==> config.mk <==
export PLATFORM = sky130hd
export DESIGN_NAME = seq_tx
export DESIGN_NICKNAME = d
export VERILOG_FILES = /design/src/rtl/seq_tx_pkg.sv /design/src/rtl/seq_tx.sv
export SDC_FILE = /design/constraint.sdc
export NUM_CORES = 1
export LEC_CHECK = 0
export BUFFER_PORTS_ARGS = -buffer_cell sky130_fd_sc_hd__buf_2
export CAP_MARGIN = 20
export CORE_MARGIN = 3
export CORE_UTILIZATION = 54
export DETAILED_ROUTE_END_ITERATION = 8
export PLACE_DENSITY = 0.8
export RECOVER_POWER = 100
export SLEW_MARGIN = 5
export SYNTH_ARGS = -nofsm -noshare
export SYNTH_HDL_FRONTEND = slang
export SYNTH_SLANG_ARGS = --single-unit
==> constraint.sdc <==
create_clock -name clk -period 2.7 [get_ports clk]
set_clock_uncertainty 0.15 [all_clocks]
set_input_delay 0.135 -clock clk [delete_from_list [all_inputs] [get_ports clk]]
set_output_delay 0.135 -clock clk [all_outputs]
set_load 0.01 [all_outputs]
==> src/rtl/seq_tx_pkg.sv <==
// seq_tx_pkg: state encodings and frame constants shared by the transmitter and the "11" detector.
package seq_tx_pkg;
    localparam logic [1:0] IDLE     = 2'b00;
    localparam logic [1:0] PREAMBLE = 2'b01;
    localparam logic [1:0] DATA     = 2'b10;
    localparam logic [1:0] GAP      = 2'b11;
    localparam int PREAMBLE_LEN = 2;
    localparam int GAP_LEN      = 1;
endpackage

==> src/rtl/seq_tx.sv <==
// seq_tx: serial frame transmitter (2-cycle 1 preamble, data MSB-first, optional even parity, 0 guard bit).
// Ports: clk, reset (sync, active-high); load_valid/load_data/load_ready word handshake;
// out registered serial line; busy (not IDLE); done (guard-bit pulse); state_out (state encoding).
// Optional feature: define SEQ_TX_PARITY_EN to append an even-parity bit after the data.
module seq_tx
    import seq_tx_pkg::*;
#(
    parameter int WIDTH = 8
) (
    input  logic             clk,
    input  logic             reset,
    input  logic             load_valid,
    input  logic [WIDTH-1:0] load_data,
    output logic             load_ready,
    output logic             out,
    output logic             busy,
    output logic             done,
    output logic [1:0]       state_out
);
    localparam int CW = $clog2(WIDTH);

    logic [1:0]       state, state_n;
    logic [WIDTH-1:0] sh, sh_n;
    logic [CW-1:0]    cnt, cnt_n;
    logic             out_n;
`ifdef SEQ_TX_PARITY_EN
    logic             par, par_n, par_ph, par_ph_n;
`endif

    assign load_ready = state == IDLE;
    assign busy       = state != IDLE;
    assign done       = state == GAP;
    assign state_out  = state;

    always_comb begin
        state_n = state;
        sh_n    = sh;
        cnt_n   = cnt;
`ifdef SEQ_TX_PARITY_EN
        par_n    = par;
        par_ph_n = par_ph;
`endif
        case (state)
            IDLE: if (load_valid) begin
                state_n = PREAMBLE;
                sh_n    = load_data;
                cnt_n   = '0;
`ifdef SEQ_TX_PARITY_EN
                par_n    = ^load_data;
                par_ph_n = 1'b0;
`endif
            end
            PREAMBLE: if (cnt == CW'(PREAMBLE_LEN - 1)) begin
                state_n = DATA;
                cnt_n   = '0;
            end else begin
                cnt_n = cnt + 1'b1;
            end
            DATA: begin
`ifdef SEQ_TX_PARITY_EN
                // parity cycle stays in DATA; a flag selects the parity bit onto the line
                if (par_ph) begin
                    state_n  = GAP;
                    par_ph_n = 1'b0;
                end else begin
                    sh_n = sh << 1;
                    if (cnt == CW'(WIDTH - 1)) par_ph_n = 1'b1;
                    else cnt_n = cnt + 1'b1;
                end
`else
                sh_n = sh << 1;
                if (cnt == CW'(WIDTH - 1)) state_n = GAP;
                else cnt_n = cnt + 1'b1;
`endif
            end
            default: state_n = IDLE;
        endcase
        // out is registered from next-state values so it lines up with the state register
`ifdef SEQ_TX_PARITY_EN
        out_n = (state_n == PREAMBLE) | ((state_n == DATA) & (par_ph_n ? par_n : sh_n[WIDTH-1]));
`else
        out_n = (state_n == PREAMBLE) | ((state_n == DATA) & sh_n[WIDTH-1]);
`endif
    end

    always_ff @(posedge clk) begin
        if (reset) begin
            state <= IDLE;
            sh    <= '0;
            cnt   <= '0;
            out   <= 1'b0;
`ifdef SEQ_TX_PARITY_EN
            par    <= 1'b0;
            par_ph <= 1'b0;
`endif
        end else begin
            state <= state_n;
            sh    <= sh_n;
            cnt   <= cnt_n;
            out   <= out_n;
`ifdef SEQ_TX_PARITY_EN
            par    <= par_n;
            par_ph <= par_ph_n;
`endif
        end
    end
endmodule

Yosys cells after proc, flatten, opt, wreduce, memory -nomap -nowiden --
Cells that the tools add are included.
Word-level totals: output and inout bits 6, bits in registers 14, word-level logic and storage cells 33, input bits 11
Operators by class: eq/ne operators 9, reduce and logical (&&, ||, !) cells 6, muxes and demuxes 10, bitwise logic cells 2, $add $sub $neg 1
Operators with widths (number):
- $pmux W8 S2 | 1
- $mux W3 | 3
- $pmux W3 S3 | 1
- $mux W8 | 1
- $eq A2 B2 Y1 const B | 3
- $mux W2 | 3
- $pmux W2 S3 | 1
- $eq A2 B1 Y1 const B | 2
- $ne A2 B2 Y1 const B | 2
- $reduce_bool A2 Y1 | 2
- $add A3 B1 Y3 const B | 1
- $eq A3 B1 Y1 const B | 1
- $eq A3 B3 Y1 const B | 1
- $reduce_and A3 Y1 | 1
- $reduce_bool A3 Y1 | 1
- $logic_not A2 Y1 | 1
- $reduce_and A2 Y1 | 1
- $and A1 B1 Y1 | 1
- $or A1 B1 Y1 | 1

Longest topological paths before layout --
Gate-level depths: netlist of the first run.
word-level depth 6, mapped depth 7, mapped depth without buffers 6

Worst setup path before layout of the first run --
OpenSTA, ideal clock, no wires.
path kind reg2reg, from reg state[0] (netlist: state_out[0]), to reg cnt[0], required time 2.429 ns, buffers on the path 0, library setup time 0.121 ns, arrival 1.593 ns, cell stages (with the launch flop) 6, clock period less this slack 1.864 ns, slack 0.836 ns, path through dfxtp_1 inv_1 ha_1 o311ai_1 nor4b_2 mux2_2
On the way: longest elaborated chain between the ends 3, elaborated cells between the ends (all ways) 8, classes of those cells eq/ne (4); mux (1); reduce/logical (3)
Ends and longest elaborated chain:
- from (decl) | line seq_tx.sv:22 | logic [1:0] state, state_n;
- from (signal assigned) | line seq_tx.sv:97 | state <= state_n;
- $logic_not A2 Y1 *
- named net load_ready | line seq_tx.sv:14 | output logic load_ready,
- $ne A2 B2 Y1 (no line) / $reduce_bool A3 Y1 (equally long branches)
- $reduce_and A3 Y1 (no line)
- to (signal assigned) | line seq_tx.sv:99 | cnt <= cnt_n;
- to (decl) | line seq_tx.sv:24 | logic [CW-1:0] cnt, cnt_n;
Mark *: on every way through the listed nets, which the timed path passes. The rest lies on a longest branch. A chain may end at the register's enable or synchronous reset.

Worst setup path after layout of the first run --
from reg state[0] (netlist: state_out[0]), to reg sh[1]
On the way: longest elaborated chain between the ends 3, elaborated cells between the ends (all ways) 6, classes of those cells eq/ne (2); mux (1); reduce/logical (3)
Ends and longest elaborated chain:
- $eq A2 B2 Y1 / $logic_not A2 Y1 (equally long branches) | line seq_tx.sv:43 | case (state)
- $reduce_bool A2 Y1 (no line) / $ne A2 B2 Y1 (equally long branches)
- $reduce_and A2 Y1 (no line)
- to (signal assigned) | line seq_tx.sv:98 | sh <= sh_n;
- to (decl) | line seq_tx.sv:23 | logic [WIDTH-1:0] sh, sh_n;
Parallel ways exist; a longest one is shown, timed or not.

==> results of run 1 <==
==> registers in the layout, summed over array words and instances (netlist names) <==
register,cells
out,1
sh,8
cnt,3
state_out,2
==> critical path: stages, from the launching register on <==
cell and delay [ns]:
dfxtp_1 0.46, inv_1 0.10, ha_1 0.31, o21ai_0 0.72, a222oi_1 0.27, nor2_1 0.14
==> Yosys cell counts (2+ instances only) <==
library cell / count / share of area
a21oi_1: 6 / 0.042
a222oi_1: 2 / 0.028
a22o_1: 2 / 0.024
a22oi_1: 6 / 0.063
and2_2: 2 / 0.021
clkbuf_1: 3 / 0.016
dfxtp_1: 14 / 0.39
ha_1: 7 / 0.12
inv_1: 6 / 0.031
mux2_2: 2 / 0.031
nand2_1: 6 / 0.031
nor2_1: 7 / 0.037
o21a_1: 2 / 0.021
==> cell families after synthesis <==
logic type | after synthesis | share of synthesized area
mux | 2 | 0.03130
buf+inv | 10 | 0.05390
flops | 14 | 0.3896
fa+ha+maj | 7 | 0.1217
compound gates | 23 | 0.2348
simple gates | 22 | 0.1687
==> per-layer routing <==
metal  vias to the layer above  track usage
met5                         -            0
met4                         0      0.05590
met3                         2      0.03863
met2                        24       0.2523
met1                       297       0.2377
li1                        317            -
==> final timing paths <==
| path | startpoint | to | slack (ns) |
|---|---|---|---|
| worst max-delay path | state_out[0] | sh[1] | 0.47 |
| worst min-delay path | load_data[6] | sh[6] | 0.007 |
| worst max register to register | state_out[0] | sh[1] | 0.47 |
| worst min register to register | sh[2] | sh[3] | 0.31 |
==> final cells by class <==
cell class / count / area (µm²) / share of cell area
Clock buffer: 3 / 22.52 / 0.02715
Timing Repair Buffer: 18 / 92.59 / 0.1116
Sequential cell: 14 / 280.3 / 0.3379
Tap cell: 14 / 17.52 / 0.02112
Multi-Input combinational cell: 54 / 394.1 / 0.4751
Inverter: 6 / 22.52 / 0.02715
==> power groups by stage <==
stage | clock [W] | combinational, W | sequential (W)
floorplan | 0 | 0.0000526 | 0.000232
global placement | 0 | 0.0000759 | 0.000231
detailed placement | 0 | 0.0000777 | 0.000232
CTS | 0.000113 | 0.0000800 | 0.000227
global route | 0.000124 | 0.0000856 | 0.000229
finish | 0.000112 | 0.0000777 | 0.000228
==> stage by stage <==
step | hold slack, ns | std cells | total power (W)
finish | 0.007441 | 109 | 0.0004174
global route | 0.006086 | 109 | 0.0004388
CTS | 0.005762 | 109 | 0.0004207
detailed placement | 0.2406 | 104 | 0.0003098
global placement | 0.2302 | 104 | 0.0003069
floorplan | 0.06601 | 78 | 0.0002844
==> repair_timing <==
item,in CTS,in global routing
setup buffers,0,0
endpoints found under the setup margin,0,0
hold endpoints to repair,2,0
hold buffers,2,0
==> run metrics, run 1 <==
status=finished, final reports clean; largest net degree at the start of global routing=14; clk sink count=14; required time of the critical path=2.75 ns; die height=42.50 µm; sequential power share=0.545; Nets=115; met2 wire length=649 µm; pwr dens=503.1 nW/µm²; Final ANT Viol Nets=0; synthesized cell area=719.4 µm²; Initial Util=0.6143; Pleak=0.3580 nW; I/O pin count=17; Root Buffer=clkbuf_4; Syn Area/Cell=9.224 µm²; design area=829.5 µm²; endpoints failing hold=0; Post-DP Area=800.8 µm²; Max transition margin=0.4256; Filler Cells Inserted=93; FFs w/ async S/R, synth=0; Fmax=448.7 MHz; Post-Route WL=1479 µm; R2R cell count=5; post-cts repair resize count=0; Clk Latency, worst-skew pair=0.26 ns; initial antenna violation count=0; Pre-antenna DRT Iters=5; Mapped Cells=78; most frequent cells in the layout=dfxtp_1, buf_2, nor2_1, ha_1; Comb pwr share=0.186; Hold Crit Depth=3; Yosys Warn Count=0; type of origin of the critical path=register; DRT met1 WL=698 µm; CP Capture Type=register; Distinct cells, synth=26; PortBufs=16; HP Class=primary input to register; fin. max-slew vios=0; die width=42.50 µm; number of synthesized register bits=14; DRC=0; met3 routed WL=121 µm; Primary FF master, synth=dfxtp_1; most common cell after layout, fill and taps aside=dfxtp_1; Rows=12; core area=1171 µm²; final period utilization=0.8255; post-synthesis sequential area ratio=0.3896; kind of critical path=register to register; internal power=0.0003045 W; Vias=640; share of cells above drive strength 1=0.1895; Clk pwr share=0.269; Post-synth EDFFs=0; Iter 0 DRT Violations=29; setup violators final=0; net count after synthesis=96; total gr overflow=0; Arr. time, crit path=2.28 ns; clk slew on worst S/H paths=0.08 ns; max-cap viol count=0; Vias/cell=5.872; Area Overhead vs Synth=15.30%; first-pass GRT wire length=2394 µm; setup_tns=0 ns; Top Layer Used=met4; GRT Util Overall=0.1693; die area=1806 µm²; maximum vdd drop=0.2969 mV; ant diodes=0; Max Root-Sink Buffers=2; fin crit period=2.229 ns; Psw=0.0001129 W; post-DR wirelength/cell=13.57 µm; Final Core Density=0.7083; gpl congestion=0.8198; vias in the first global route=553; TritonCTS Buffers=3; CTS tree=built; H-tree depth=1; Slew @ Worst Pin=0.8525 ns; switch share=0.2704; Worst Setup Slack post-DPL=0.7310 ns; worst-path fanout max=9; DP HPWL=1055 µm; unrepaired setup endpoints after global routing=no; fin worst setup slack=0.4712 ns
(Power assumes the default switching activity.)
==> inputs of run 2 (changes only) <==
--- a/config.mk
+++ b/config.mk
@@ -5,12 +5,13 @@
 export SDC_FILE = /design/constraint.sdc
 export NUM_CORES = 1
 export LEC_CHECK = 0
+export ABC_AREA = 1
 export BUFFER_PORTS_ARGS = -buffer_cell sky130_fd_sc_hd__buf_2
 export CAP_MARGIN = 20
 export CORE_MARGIN = 3
-export CORE_UTILIZATION = 54
+export CORE_UTILIZATION = 47
 export DETAILED_ROUTE_END_ITERATION = 8
-export PLACE_DENSITY = 0.8
+export PLACE_DENSITY = 0.73
 export RECOVER_POWER = 100
 export SLEW_MARGIN = 5
 export SYNTH_ARGS = -nofsm -noshare
==> constraint.sdc (replaced) <==
create_clock -name clk -period 2 [get_ports clk]
set_clock_uncertainty 0.15 [all_clocks]
set_input_delay 0.1 -clock clk [delete_from_list [all_inputs] [get_ports clk]]
set_output_delay 0.1 -clock clk [all_outputs]
set_load 0.01 [all_outputs]
==> run metrics, run 2 <==
status=finished, final reports clean (unchanged); setup violators final=0 (unchanged); core area=1577 µm² (was 1171 µm²); Iter 0 DRT Violations=15 (was 29); count leader, synth=nand2_1 (was dfxtp_1); synthesized cell area=819.5 µm² (was 719.4 µm²); kind of critical path=register to register (unchanged); gpl congestion=0.7747 (was 0.8198); Mapped Cells=111 (was 78); post-DR wirelength/cell=11.21 µm (was 13.57 µm); initial antenna violation count=0 (unchanged); Post-Route WL=1704 µm (was 1479 µm); Slew @ Worst Pin=0.2577 ns (was 0.8525 ns); Synth Area in Adders=0.1069 (was 0.1217); DRC=0 (unchanged); Pre-antenna DRT Iters=4 (was 5); Max Root-Sink Buffers=2 (unchanged); max reg flops=8 (unchanged); Yosys top cell by area=dfxtp_1 (unchanged); H-tree depth=1 (unchanged); fin. max-slew vios=0 (unchanged); Pleak=0.4839 nW (was 0.3580 nW); Area Overhead vs Synth=21.68% (was 15.30%); Fmax=564.2 MHz (was 448.7 MHz); unrepaired setup endpoints after global routing=no (unchanged); Root Buffer=clkbuf_4 (unchanged); Vias/cell=5.164 (was 5.872); endpoints failing hold=0 (unchanged); type of origin of the critical path=register (unchanged); worst-path fanout max=13 (was 9); Synth Area in XOR/XNOR=0 (unchanged); Distinct cells, synth=19 (was 26); Rows=14 (was 12); vias in the first global route=691 (was 553); switch share=0.3758 (was 0.2704); hold endpoint=sh[5] (was sh[6]); worst flop-to-flop path endpoint=cnt[2] (was sh[1]); Largest Register=sh (unchanged); PnR Total Power=0.0009448 W (was 0.0004174 W); post-synthesis mux area share=0 (was 0.03130); internal power=0.0005898 W (was 0.0003045 W); CP Capture Type=register (unchanged); required time of the critical path=2.03 ns (was 2.75 ns); HP Class=primary input to register (unchanged); DP HPWL=1257 µm (was 1055 µm); max-cap viol count=0 (unchanged); share of cells above drive strength 1=0.1912 (was 0.1895); FFs w/ async S/R, synth=0 (unchanged); fin crit period=1.772 ns (was 2.229 ns); Hold Crit Depth=3 (unchanged); GRT Util Overall=0.1833 (was 0.1693); Psw=0.0003550 W (was 0.0001129 W); pwr dens=947.5 nW/µm² (was 503.1 nW/µm²); first-pass GRT wire length=2884 µm (was 2394 µm); CTS tree=built (unchanged); most frequent cells in the layout=nand2_1, dfxtp_1, a21oi_1 (was dfxtp_1, buf_2, nor2_1, ha_1); Filler Cells Inserted=152 (was 93); most common cell after layout, fill and taps aside=nand2_1 (was dfxtp_1); Arr. time, crit path=1.80 ns (was 2.28 ns); Clk pwr share=0.216 (was 0.269); Nets=155 (was 115); die width=47.76 µm (was 42.50 µm); Post-synth EDFFs=0 (unchanged); ant diodes=0 (unchanged); total gr overflow=0 (unchanged); most instantiated cells after synthesis=nand2_1, dfxtp_1, a21oi_1, nand3_1, nor2_1 (was dfxtp_1, ha_1, nor2_1); final period utilization=0.8862 (was 0.8255); r2r startpoint=state_out[1] (was state_out[0]); Final Core Density=0.6325 (was 0.7083); Comb pwr share=0.386 (was 0.186); number of synthesized register bits=14 (unchanged); Primary FF master, synth=dfxtp_1 (unchanged); fin worst setup slack=0.2277 ns (was 0.4712 ns); flop2flop setup slack=0.23 ns (was 0.47 ns); clk slew on worst S/H paths=0.09 ns (was 0.08 ns); Area contributors post-synth=dfxtp_1, ha_1, nand2_1, a21oi_1, nand3_1 (was dfxtp_1, ha_1, a22oi_1, a21oi_1, nor2_1); Yosys Warn Count=0 (unchanged); maximum vdd drop=0.5140 mV (was 0.2969 mV); Vias=785 (was 640); I/O pin count=17 (unchanged); sequential power share=0.398 (was 0.545); post-synthesis simple-gate area fraction=0.2840 (was 0.1687); setup_tns=0 ns (unchanged); R2R cell count=9 (was 5); Max transition margin=0.8282 (was 0.4256); largest net degree at the start of global routing=14 (unchanged); compound-gate portion of the synthesized area=0.1588 (was 0.2348); Hold Crit Start=load_valid (was load_data[6]); Synth top area share=0.3420 (was 0.3896); die height=47.76 µm (was 42.50 µm); clk sink count=14 (unchanged); net count after synthesis=129 (was 96); Clk Latency, worst-skew pair=0.28 ns (was 0.26 ns); post-synthesis sequential area ratio=0.3420 (was 0.3896); Initial Util=0.5198 (was 0.6143); PortBufs=16 (unchanged); Syn Area/Cell=7.383 µm² (was 9.224 µm²); Worst Setup Slack post-DPL=0.1440 ns (was 0.7310 ns); Final ANT Viol Nets=0 (unchanged); die area=2281 µm² (was 1806 µm²); largest family of logic cells by synthesized area=simple AND/OR/NAND/NOR gates (was compound AO/OA/AOI/OAI gates); TritonCTS Buffers=3 (unchanged)
run 2: cell types whose count changed in the layout (fill, tap and decap cells not counted), moves of 4 or more:
cell | before | now
nand2_1 | 6 | 19
nand3_1 | 0 | 12
a21oi_1 | 6 | 13
o21ai_0 | 1 | 8
a22oi_1 | 6 | 0
dlygate4sd3_1 | 2 | 8
inv_1 | 6 | 10
nand2_2 | 0 | 4
nor2_1 | 7 | 11
run 2: what timing repair did:
action,4_1_cts,5_1_grt
setup buffers,0,0
hold buffers,8,0
gates resized for setup,0,2
endpoints found under the setup margin,0,3
hold endpoints to repair,9,0
run 2: area by class of cell:
cell class | instances | area (µm²) | area share
multi-input cells | 80 | 449.2 | 0.4504
flip-flops and latches | 14 | 280.3 | 0.2811
repair buffers | 24 | 152.6 | 0.1531
inverters | 14 | 58.81 | 0.05897
clock buffers | 4 | 36.28 | 0.03639
well taps | 16 | 20.02 | 0.02008
run 2: per-layer routing:
metal | routed length, µm | GRT usage
met5 | 0 | 0
met4 | 17 | 0.08065
met3 | 81 | 0.04511
met1 | 768 | 0.2162
met2 | 837 | 0.3113
run 2: power by group through the flow:
stage          clock (W)  sequential, W  combinational (W)
2_1_floorplan          0       0.000380           0.000281
3_3_place_gp           0       0.000382           0.000353
3_5_place_dp           0       0.000382           0.000363
4_1_cts         0.000212       0.000376           0.000376
5_1_grt         0.000223       0.000385           0.000424
6_report        0.000204       0.000376           0.000365
run 2: cell families after synthesis:
kind of cell | after synthesis
adders and majority gates | 7
and+or+nand+nor | 50
AOI/OAI and AO/OA | 23
buffers and inverters | 17
DFF | 14
run 2: critical path: stages, from the launching register on:
cell,delay [ns]
dfxtp_1,0.37
inv_1,0.12
ha_2,0.34
inv_1,0.10
nand2_1,0.13
o21ai_1,0.11
a21oi_4,0.18
nand2_1,0.07
nand2_1,0.06
nor2_1,0.04
run 2: how the worst max path moves through the flow:
stage | cells past startpoint | from | slack (ns) | to
final | 9 | state_out[1] | 0.23 | cnt[2]
after global placement | 11 | state_out[1] | 0.19 | out
after global routing | 11 | state_out[0] | 0.07 | out
after floorplan | 11 | state_out[0] | 0.32 | out
after detailed placement | 11 | state_out[1] | 0.14 | out
after CTS | 11 | state_out[1] | 0.13 | out
run 2: stage by stage:
step,hold WS [ns],instance area (µm²),instances
after CTS,0.02111,1006,152
after global routing,0.05043,997.2,152
after floorplan,0.01907,819.5,111
final,0.02195,997.2,152
after detailed placement,0.1833,889.6,140
after global placement,0.1784,889.6,140
==> inputs of run 3 (changes only) <==
==> constraint.sdc (replaced) <==
create_clock -name clk -period 2 [get_ports clk]
set_clock_uncertainty 0.15 [all_clocks]
set_input_delay 0.1 -clock clk [delete_from_list [all_inputs] [get_ports clk]]
set_output_delay 0.1 -clock clk [all_outputs]
set_load 0.05 [all_outputs]
==> run metrics, run 3 (synthesis results as in run 2) <==
Pre-antenna DRT Iters=4 (unchanged); DP HPWL=1312 µm (was 1257 µm); r2r startpoint=state_out[0] (was state_out[1]); fin crit period=1.758 ns (was 1.772 ns); Largest Register=sh (unchanged); worst flop-to-flop path endpoint=cnt[1] (was cnt[2]); Fmax=568.9 MHz (was 564.2 MHz); Slew @ Worst Pin=0.5917 ns (was 0.2577 ns); largest net degree at the start of global routing=14 (unchanged); most common cell after layout, fill and taps aside=nand2_1 (unchanged); type of origin of the critical path=register (unchanged); design area=1015 µm² (was 997.2 µm²); Max transition margin=0.6072 (was 0.8282); pwr dens=1027 nW/µm² (was 947.5 nW/µm²); Iter 0 DRT Violations=9 (was 15); Crit path largest cell delay=0.37 ns (about the same); HP Class=primary input to register (unchanged); hold endpoint=sh[6] (was sh[5]); share of cells above drive strength 1=0.2044 (was 0.1912); Hold Crit Start=load_valid (unchanged); TritonCTS Buffers=3 (unchanged); required time of the critical path=2.03 ns (about the same); clk sink count=14 (unchanged); slowest CP cell=dfxtp_2 (was dfxtp_1); Rows=14 (unchanged); fin. max-slew vios=0 (unchanged); Arr. time, crit path=1.79 ns (was 1.80 ns); PortBufs=16 (unchanged); Cells after DPL=141 (was 140); clk slew on worst S/H paths=0.09 ns (about the same); initial antenna violation count=0 (unchanged); Post-Route WL=1834 µm (was 1704 µm); cell repeated most along the worst path=nand2_1 (unchanged); Vias=785 (unchanged); CTS tree=built (unchanged); R2R cell count=9 (unchanged); kind of critical path=register to register (unchanged); Nets=156 (was 155); setup violators final=0 (unchanged); Root Buffer=clkbuf_4 (unchanged); worst-path fanout max=13 (unchanged); Post-DP Area=915.9 µm² (was 889.6 µm²); die area=2281 µm² (unchanged); die width=47.76 µm (unchanged); maximum vdd drop=0.5527 mV (was 0.5140 mV); max-cap viol count=0 (unchanged); most frequent cells in the layout=nand2_1, a21oi_1, nand3_1, dfxtp_1, nor2_1 (was nand2_1, dfxtp_1, a21oi_1); Hold Crit Depth=3 (unchanged); post-DR wirelength/cell=11.99 µm (was 11.21 µm); H-tree depth=1 (unchanged); Final ANT Viol Nets=0 (unchanged); DRC=0 (unchanged); die height=47.76 µm (unchanged); crit-path leading delay family=flip-flops (unchanged); Initial Util=0.5198 (unchanged); status=finished, final reports clean (unchanged); hold slack=0.02011 ns (was 0.02195 ns); ant diodes=0 (unchanged); cells along the critical path=inv_1 -> ha_4 -> clkinvlp_2 -> nand2_1 -> o21ai_0 -> a21oi_4 -> nand2_1 -> nand2_1 -> nor2_1 (was inv_1 -> ha_2 -> inv_1 -> nand2_1 -> o21ai_1 -> a21oi_4 -> nand2_1 -> nand2_1 -> nor2_1); post-route non-filler standard cell count=153 (was 152); max reg flops=8 (unchanged); final period utilization=0.8788 (was 0.8862); Area Overhead vs Synth=23.82% (was 21.68%); setup_tns=0 ns (unchanged); GRT Util Overall=0.2009 (was 0.1833); flop2flop setup slack=0.24 ns (was 0.23 ns); number of buffers and inverters on the critical path=2 (unchanged); Pleak=0.4900 nW (was 0.4839 nW); Clk Latency, worst-skew pair=0.28 ns (about the same); CP Capture Type=register (unchanged); vias in the first global route=779 (was 691); core area=1577 µm² (unchanged); endpoints failing hold=0 (unchanged); gpl congestion=0.7955 (was 0.7747); Vias/cell=5.131 (was 5.164); unrepaired setup endpoints after global routing=no (unchanged); I/O pin count=17 (unchanged); first-pass GRT wire length=3153 µm (was 2884 µm); total gr overflow=0 (unchanged); Max Root-Sink Buffers=2 (unchanged)
==> run 3: layer usage <==
layer  global-route usage  vias to the layer above  part of all wire
met4              0.09677                        0            0.0071
met5                    0                        -                 0
li1                     -                      413                 -
met2               0.3615                       17              0.49
met3              0.04511                        2             0.035
met1               0.2190                      353              0.46
==> run 3: worst register-to-register path, stage by stage (launching register included) <==
cell and delay [ns]:
dfxtp_2 0.37, inv_1 0.12, ha_4 0.24, clkinvlp_2 0.13, nand2_1 0.13, o21ai_0 0.15
a21oi_4 0.20, nand2_1 0.08, nand2_1 0.06, nor2_1 0.03
==> run 3: power breakdown <==
group / total, W / internal, W / switching (W)
clock network: 0.000207 / 0.000111 / 0.0000963
logic: 0.000456 / 0.000152 / 0.000304
registers: 0.000380 / 0.000340 / 0.0000399
==> run 3: worst max-delay path by stage <==
stage | from | end | cells after the start
6_report | state_out[0] | cnt[1] | 9
3_3_place_gp | state_out[0] | out | 11
2_1_floorplan | state_out[0] | out | 11
3_5_place_dp | state_out[0] | out | 9
4_1_cts | state_out[0] | out | 11
5_1_grt | state_out[0] | cnt[2] | 9
==> run 3: final cells by class <==
| type | count | area [µm²] |
|---|---|---|
| well taps | 16 | 20.02 |
| repair buffers | 25 | 161.4 |
| multi-input cells | 80 | 454.2 |
| fillers | 158 | 561.8 |
| clock buffers | 4 | 36.28 |
| inverters | 14 | 60.06 |
| flip-flops and latches | 14 | 282.8 |
==> run 3: metrics by stage <==
stage                power, W  setup slack (ns)    util
floorplan           0.0007595           0.03824       -
global placement    0.0008350            0.3881  0.5810
detailed placement  0.0008485            0.3454  0.5810
CTS                  0.001070            0.3261  0.6548
global route         0.001127           0.08550  0.6437
finish               0.001043            0.2424  0.6437
==> run 3: repair_timing <==
action	in CTS	in global routing
buffers inserted	0	0
hold endpoints to repair	9	0
resized for setup	0	0
hold buffers	8	0
